[src/rtl/elevator_call_dispatcher.sv]
// Registers floor calls and issues collective (same-direction-first) target requests to the elevator controller.
// Optional REQ timeout compiled in with `define ELEVATOR_REQ_TIMEOUT_EN.
module elevator_call_dispatcher #(
  parameter int unsigned REQ_TIMEOUT = 8
) (
  input  logic       clk,
  input  logic       reset,
  input  logic [3:0] call_btn,
  input  logic [1:0] current_floor,
  input  logic       stopped,
  input  logic       door_open,
  input  logic       emergency_stop,
  output logic [1:0] target_floor,
  output logic       up_request,
  output logic       down_request,
  output logic [3:0] pending,
  output logic       busy
);

  localparam int unsigned NUM_FLOORS = 4;

  typedef enum logic [2:0] {
    S_IDLE,
    S_REQ,
    S_MOVE,
    S_DOOR,
    S_HOLD
  } state_t;

  state_t     state_q, state_d;
  logic [3:0] pending_q, pending_d;
  logic [1:0] target_q, target_d;
  logic       up_q, up_d;
  logic       down_q, down_d;
  logic       busy_q, busy_d;
  logic       dir_q, dir_d;

  logic [3:0] floor_mask, masked, clr;
  logic       has_above, has_below, sel_dir;
  logic [1:0] lo_above, hi_below, sel_floor;

`ifdef ELEVATOR_REQ_TIMEOUT_EN
  localparam logic [3:0] TIMEOUT_LAST = 4'(REQ_TIMEOUT - 1);
  logic [3:0] cnt_q, cnt_d;
`else
  localparam int unsigned unused_req_timeout = REQ_TIMEOUT;
`endif

  // Candidate targets: nearest pending floor above and below, current floor excluded
  always_comb begin
    floor_mask = 4'b0001 << current_floor;
    masked     = pending_q & ~floor_mask;
    has_above  = 1'b0;
    has_below  = 1'b0;
    lo_above   = 2'd0;
    hi_below   = 2'd0;
    for (int i = NUM_FLOORS - 1; i >= 0; i--) begin
      if (masked[i] && (2'(i) > current_floor)) begin
        has_above = 1'b1;
        lo_above  = 2'(i);
      end
    end
    for (int i = 0; i < NUM_FLOORS; i++) begin
      if (masked[i] && (2'(i) < current_floor)) begin
        has_below = 1'b1;
        hi_below  = 2'(i);
      end
    end
    if (dir_q == 1'b0) begin
      sel_floor = has_above ? lo_above : hi_below;
      sel_dir   = !has_above;
    end else begin
      sel_floor = has_below ? hi_below : lo_above;
      sel_dir   = has_below;
    end
  end

  always_comb begin
    state_d  = state_q;
    target_d = target_q;
    dir_d    = dir_q;
    up_d     = 1'b0;
    down_d   = 1'b0;
    clr      = 4'b0000;
`ifdef ELEVATOR_REQ_TIMEOUT_EN
    cnt_d    = 4'd0;
`endif
    case (state_q)
      S_IDLE: begin
        if (emergency_stop) begin
          state_d = S_HOLD;
        end else if (stopped && pending_q[current_floor]) begin
          clr = floor_mask;
        end else if (stopped && (masked != 4'b0000)) begin
          state_d  = S_REQ;
          target_d = sel_floor;
          dir_d    = sel_dir;
          up_d     = sel_floor > current_floor;
          down_d   = sel_floor < current_floor;
        end
      end
      S_REQ: begin
        if (emergency_stop) begin
          state_d = S_HOLD;
        end else if (!stopped) begin
          state_d = S_MOVE;
`ifdef ELEVATOR_REQ_TIMEOUT_EN
        end else if (cnt_q == TIMEOUT_LAST) begin
          state_d = S_IDLE;
        end else begin
          up_d   = up_q;
          down_d = down_q;
          cnt_d  = cnt_q + 4'd1;
        end
`else
        end else begin
          up_d   = up_q;
          down_d = down_q;
        end
`endif
      end
      S_MOVE: begin
        if (emergency_stop) begin
          state_d = S_HOLD;
        end else if (door_open) begin
          clr     = 4'b0001 << target_q;
          state_d = S_DOOR;
        end
      end
      S_DOOR: begin
        if (emergency_stop) begin
          state_d = S_HOLD;
        end else if (!door_open) begin
          state_d = S_IDLE;
        end
      end
      S_HOLD: begin
        if (!emergency_stop && stopped) begin
          state_d = S_IDLE;
        end
      end
      default: state_d = S_IDLE;
    endcase
    // Serve clear takes priority over a simultaneous press of the same button
    pending_d = (pending_q | call_btn) & ~clr;
    busy_d    = state_d != S_IDLE;
  end

  always_ff @(posedge clk or posedge reset) begin
    if (reset) begin
      state_q   <= S_IDLE;
      pending_q <= 4'b0000;
      target_q  <= 2'd0;
      up_q      <= 1'b0;
      down_q    <= 1'b0;
      busy_q    <= 1'b0;
      dir_q     <= 1'b0;
`ifdef ELEVATOR_REQ_TIMEOUT_EN
      cnt_q     <= 4'd0;
`endif
    end else begin
      state_q   <= state_d;
      pending_q <= pending_d;
      target_q  <= target_d;
      up_q      <= up_d;
      down_q    <= down_d;
      busy_q    <= busy_d;
      dir_q     <= dir_d;
`ifdef ELEVATOR_REQ_TIMEOUT_EN
      cnt_q     <= cnt_d;
`endif
    end
  end

  assign target_floor = target_q;
  assign up_request   = up_q;
  assign down_request = down_q;
  assign pending      = pending_q;
  assign busy         = busy_q;

endmodule

[config.mk]
export PLATFORM = sky130hd
export DESIGN_NAME = elevator_call_dispatcher
export DESIGN_NICKNAME = d
export VERILOG_FILES = /design/src/rtl/elevator_call_dispatcher.sv
export SDC_FILE = /design/constraint.sdc
export NUM_CORES = 1
export LEC_CHECK = 0
export ABC_AREA = 1
export CORE_MARGIN = 5
export CORE_UTILIZATION = 30
export DETAILED_ROUTE_END_ITERATION = 16
export GPL_TIMING_DRIVEN = 0
export SKIP_CTS_REPAIR_TIMING = 1
export SYNTH_ARGS = -nofsm -noshare
export SYNTH_HDL_FRONTEND = slang
export SYNTH_SLANG_ARGS = --single-unit
[constraint.sdc]
create_clock -name clk -period 2.8 [get_ports clk]
set_input_delay 0.56 -clock clk [delete_from_list [all_inputs] [get_ports clk]]
set_output_delay 0.56 -clock clk [all_outputs]
set_load 0.03 [all_outputs]
==> results.toml <==
[status]
status = "complete, no violations"

[hold_path]
min_from = "down_request"
hp-class = "reg -> reg"
min_to = "down_request"
min_path_cells = 2

[yosys]
synth_area_leaders = "dfrtp_1 (38%), nand2_1 (17%), nand3_1 (7.1%), nor2_1 (6.2%), inv_1 (5.8%)"
yosysWarnings = 0
synth_top_area_share = 0.383
yosysTopAreaCell = "dfrtp_1"
seq_area_frac_synth = 0.383
syn_nets = 140
synth.cell_area_um2 = 848
synthCells = 127
synth_cell_types = 17
syn_avg_cell_area_um2 = 6.68
ys_seq_elements = 13

[critical_path]
path_cells = "clkdlybuf4s50_1 > nand2_1 > inv_2 > nand2_1 > nand3_1 > nand2_1 > nand2_1 > nand2_1 > nand2_1 > inv_1 > ha_1 > inv_1 > a21oi_1 > a211oi_1 > nand2_1 > nand2_1"
regToRegEndpoint = "up_request"
r2r_setup_slack_ns = 1.08
critical_path.max_stage_delay_ns = 0.65
worst_setup_path_start_kind = "primary input"
cp.required_ns = 3.02
crit_type = "in -> reg"
worst_path_max_delay_cell = "clkdlybuf4s50_1"
r2r-start = "pending[0]"
crit_arrival_ns = 2.64
path_common_cell = "nand2_1"
crit_fanout = 7
worst_setup_path_end_kind = "flop"
rr_worst_depth = 13

[clocking]
cts_buffers = 3
cts_tree = "yes"
root_buffer = "clkbuf_4"
cts_max_path_buffers = 2
clkTransAtPathRegs_ns = 0.08
clk_latency_ns = 0.27
h-tree-depth = 1
clock-sinks = 13

[drt]
num_vias = 875
wl_per_cell_um = 12.1
avgViaCountPerCell = 4.83
drc = 0
ant_nets = 0
drtIter0Drc = 47
totalWireLength_um = 2180
drt_first_pass_iters = 4

[die]
dieHeight_um = 63.2
rows = 19
dieArea_um2 = 3990
core_um2 = 2730
start_util = 0.310
die_w_um = 63.2
ios = 20

[sta]
setup_ws_ns = 0.381
rsz0062_at_grt = "false"
fin_crit_sh = 0.864
fmax_mhz = 413
finalCriticalPeriod_ns = 2.42
worstMarginPinSlew_ns = 0.489
setup_violations = 0
worst_clock_skew_ns = 0.00137
final.setup.tns_ns = 0
drv_slew = 0
hold_viol = 0
relSlewSlack = 0.673

[power]
power_density_nw_per_um2 = 506
p_seq_frac = 0.421
vdd_drop_max_v = 0.000329
power.internal_mw = 0.347
power.leakage_nw = 0.537
clockPowerShare = 0.211
total_power_mw = 0.559
netSwitchingFraction = 0.379
p_comb_frac = 0.368
switching_power_mw = 0.212

[finish]
fillCellCount = 290
stdcell_area_um2 = 1100
final_common_cell = "nand2_1"
insertedDiodeCount = 0
final_cell_mix = "nand2_1 (39), clkdlybuf4s50_1 (19), nor2_1 (14)"
synthToLayoutAreaGrowth_pct = 30.1
final_core_util = 0.404
drive_above_1_share = 0.0733
nNetsFinal = 164

[placed_design]
io_buffers = 19
hpwl_um = 1700
post-place-ws_ns = 0.112
place_area_um2 = 1080
globalplace.congestion = 0.736

[global_routing]
grt_pass1_vias = 914
antenna_found_initial = 0
grt_max_degree = 14
track_usage = 0.119
grt_pass1_wl_um = 3840
globalRoute.totalOverflow = 0

[run]
maxCapViolCount = 0
-- flip-flops by register name, summed over array words and instances, names as in the netlist --
name and count:
up_request 1, pending 4, busy 1, dir_q 1, down_request 1, target_floor 2
state_q 3
-- cells in the mapped netlist --
library cell	count
nand2_1	39
nor2_1	14
dfrtp_1	13
inv_1	13
nand3_1	12
nor3_1	8
a21oi_1	5
o21ai_0	5
inv_2	4
nand4_1	4
a211oi_1	2
ha_1	2
nand2_2	2
a31oi_1	1
nand3_2	1
nor2_4	1
o21ai_1	1
-- power groups by stage --
| stage | clock (mW) | combinational, mW | sequential (mW) |
|---|---|---|---|
| floorplan | 0 | 0.0976 | 0.267 |
| finish | 0.118 | 0.206 | 0.235 |
| global placement | 0 | 0.202 | 0.239 |
| detailed placement | 0 | 0.205 | 0.238 |
| global route | 0.133 | 0.234 | 0.239 |
| CTS | 0.124 | 0.207 | 0.235 |
-- cell type report --
cell class	instances	area, µm²	share of cell area
multi-input combinational	97	459	0.416
sequential	13	325	0.295
clock buffer	4	26.3	0.0238
timing repair buffer	19	190	0.172
inverter	17	63.8	0.0578
tap	31	38.8	0.0351
-- per-layer routing --
layer / up-vias / GRT usage / part of all wire
li1: 462 / - / -
met1: 393 / 0.139 / 0.48
met2: 18 / 0.201 / 0.46
met3: 2 / 0.0320 / 0.044
met4: 0 / 0.0519 / 0.0092
met5: - / 0 / 0
-- critical path: cells and delay by family --
family	cells	cell delay (ns)
AOI/OAI and AO/OA	2	0.29
adders and majority gates	1	0.17
buffers and inverters	4	0.85
and+or+nand+nor	9	0.78
-- per-stage QoR --
| stage | hold slack, ns | cells |
|---|---|---|
| 2_1_floorplan | 0.437 | 127 |
| 3_3_place_gp | 0.472 | 177 |
| 3_5_place_dp | 0.469 | 177 |
| 4_1_cts | 0.496 | 181 |
| 5_1_grt | 0.527 | 181 |
| 6_report | 0.486 | 181 |
-- how the worst max path moves through the flow --
| stage | start | end | slack, ns | cells past startpoint |
|---|---|---|---|---|
| after CTS | current_floor[0] | up_request | 0.39 | 16 |
| after global routing | current_floor[0] | up_request | 0.05 | 16 |
| after floorplan | current_floor[0] | up_request | 1.04 | 15 |
| after global placement | current_floor[0] | up_request | 0.14 | 16 |
| after detailed placement | current_floor[0] | up_request | 0.11 | 16 |
| final | current_floor[0] | up_request | 0.38 | 16 |
-- cell families (layout without fill, tap and decap cells) --
logic type	count (synthesis)	in the layout	synth area share
buffers and inverters	17	40	0.0752
adders and majority gates	2	2	0.0295
DFF	13	13	0.383
and+or+nand+nor	81	81	0.422
AOI/OAI and AO/OA	14	14	0.0900
No activity file was read; power rests on OpenSTA's default activity.
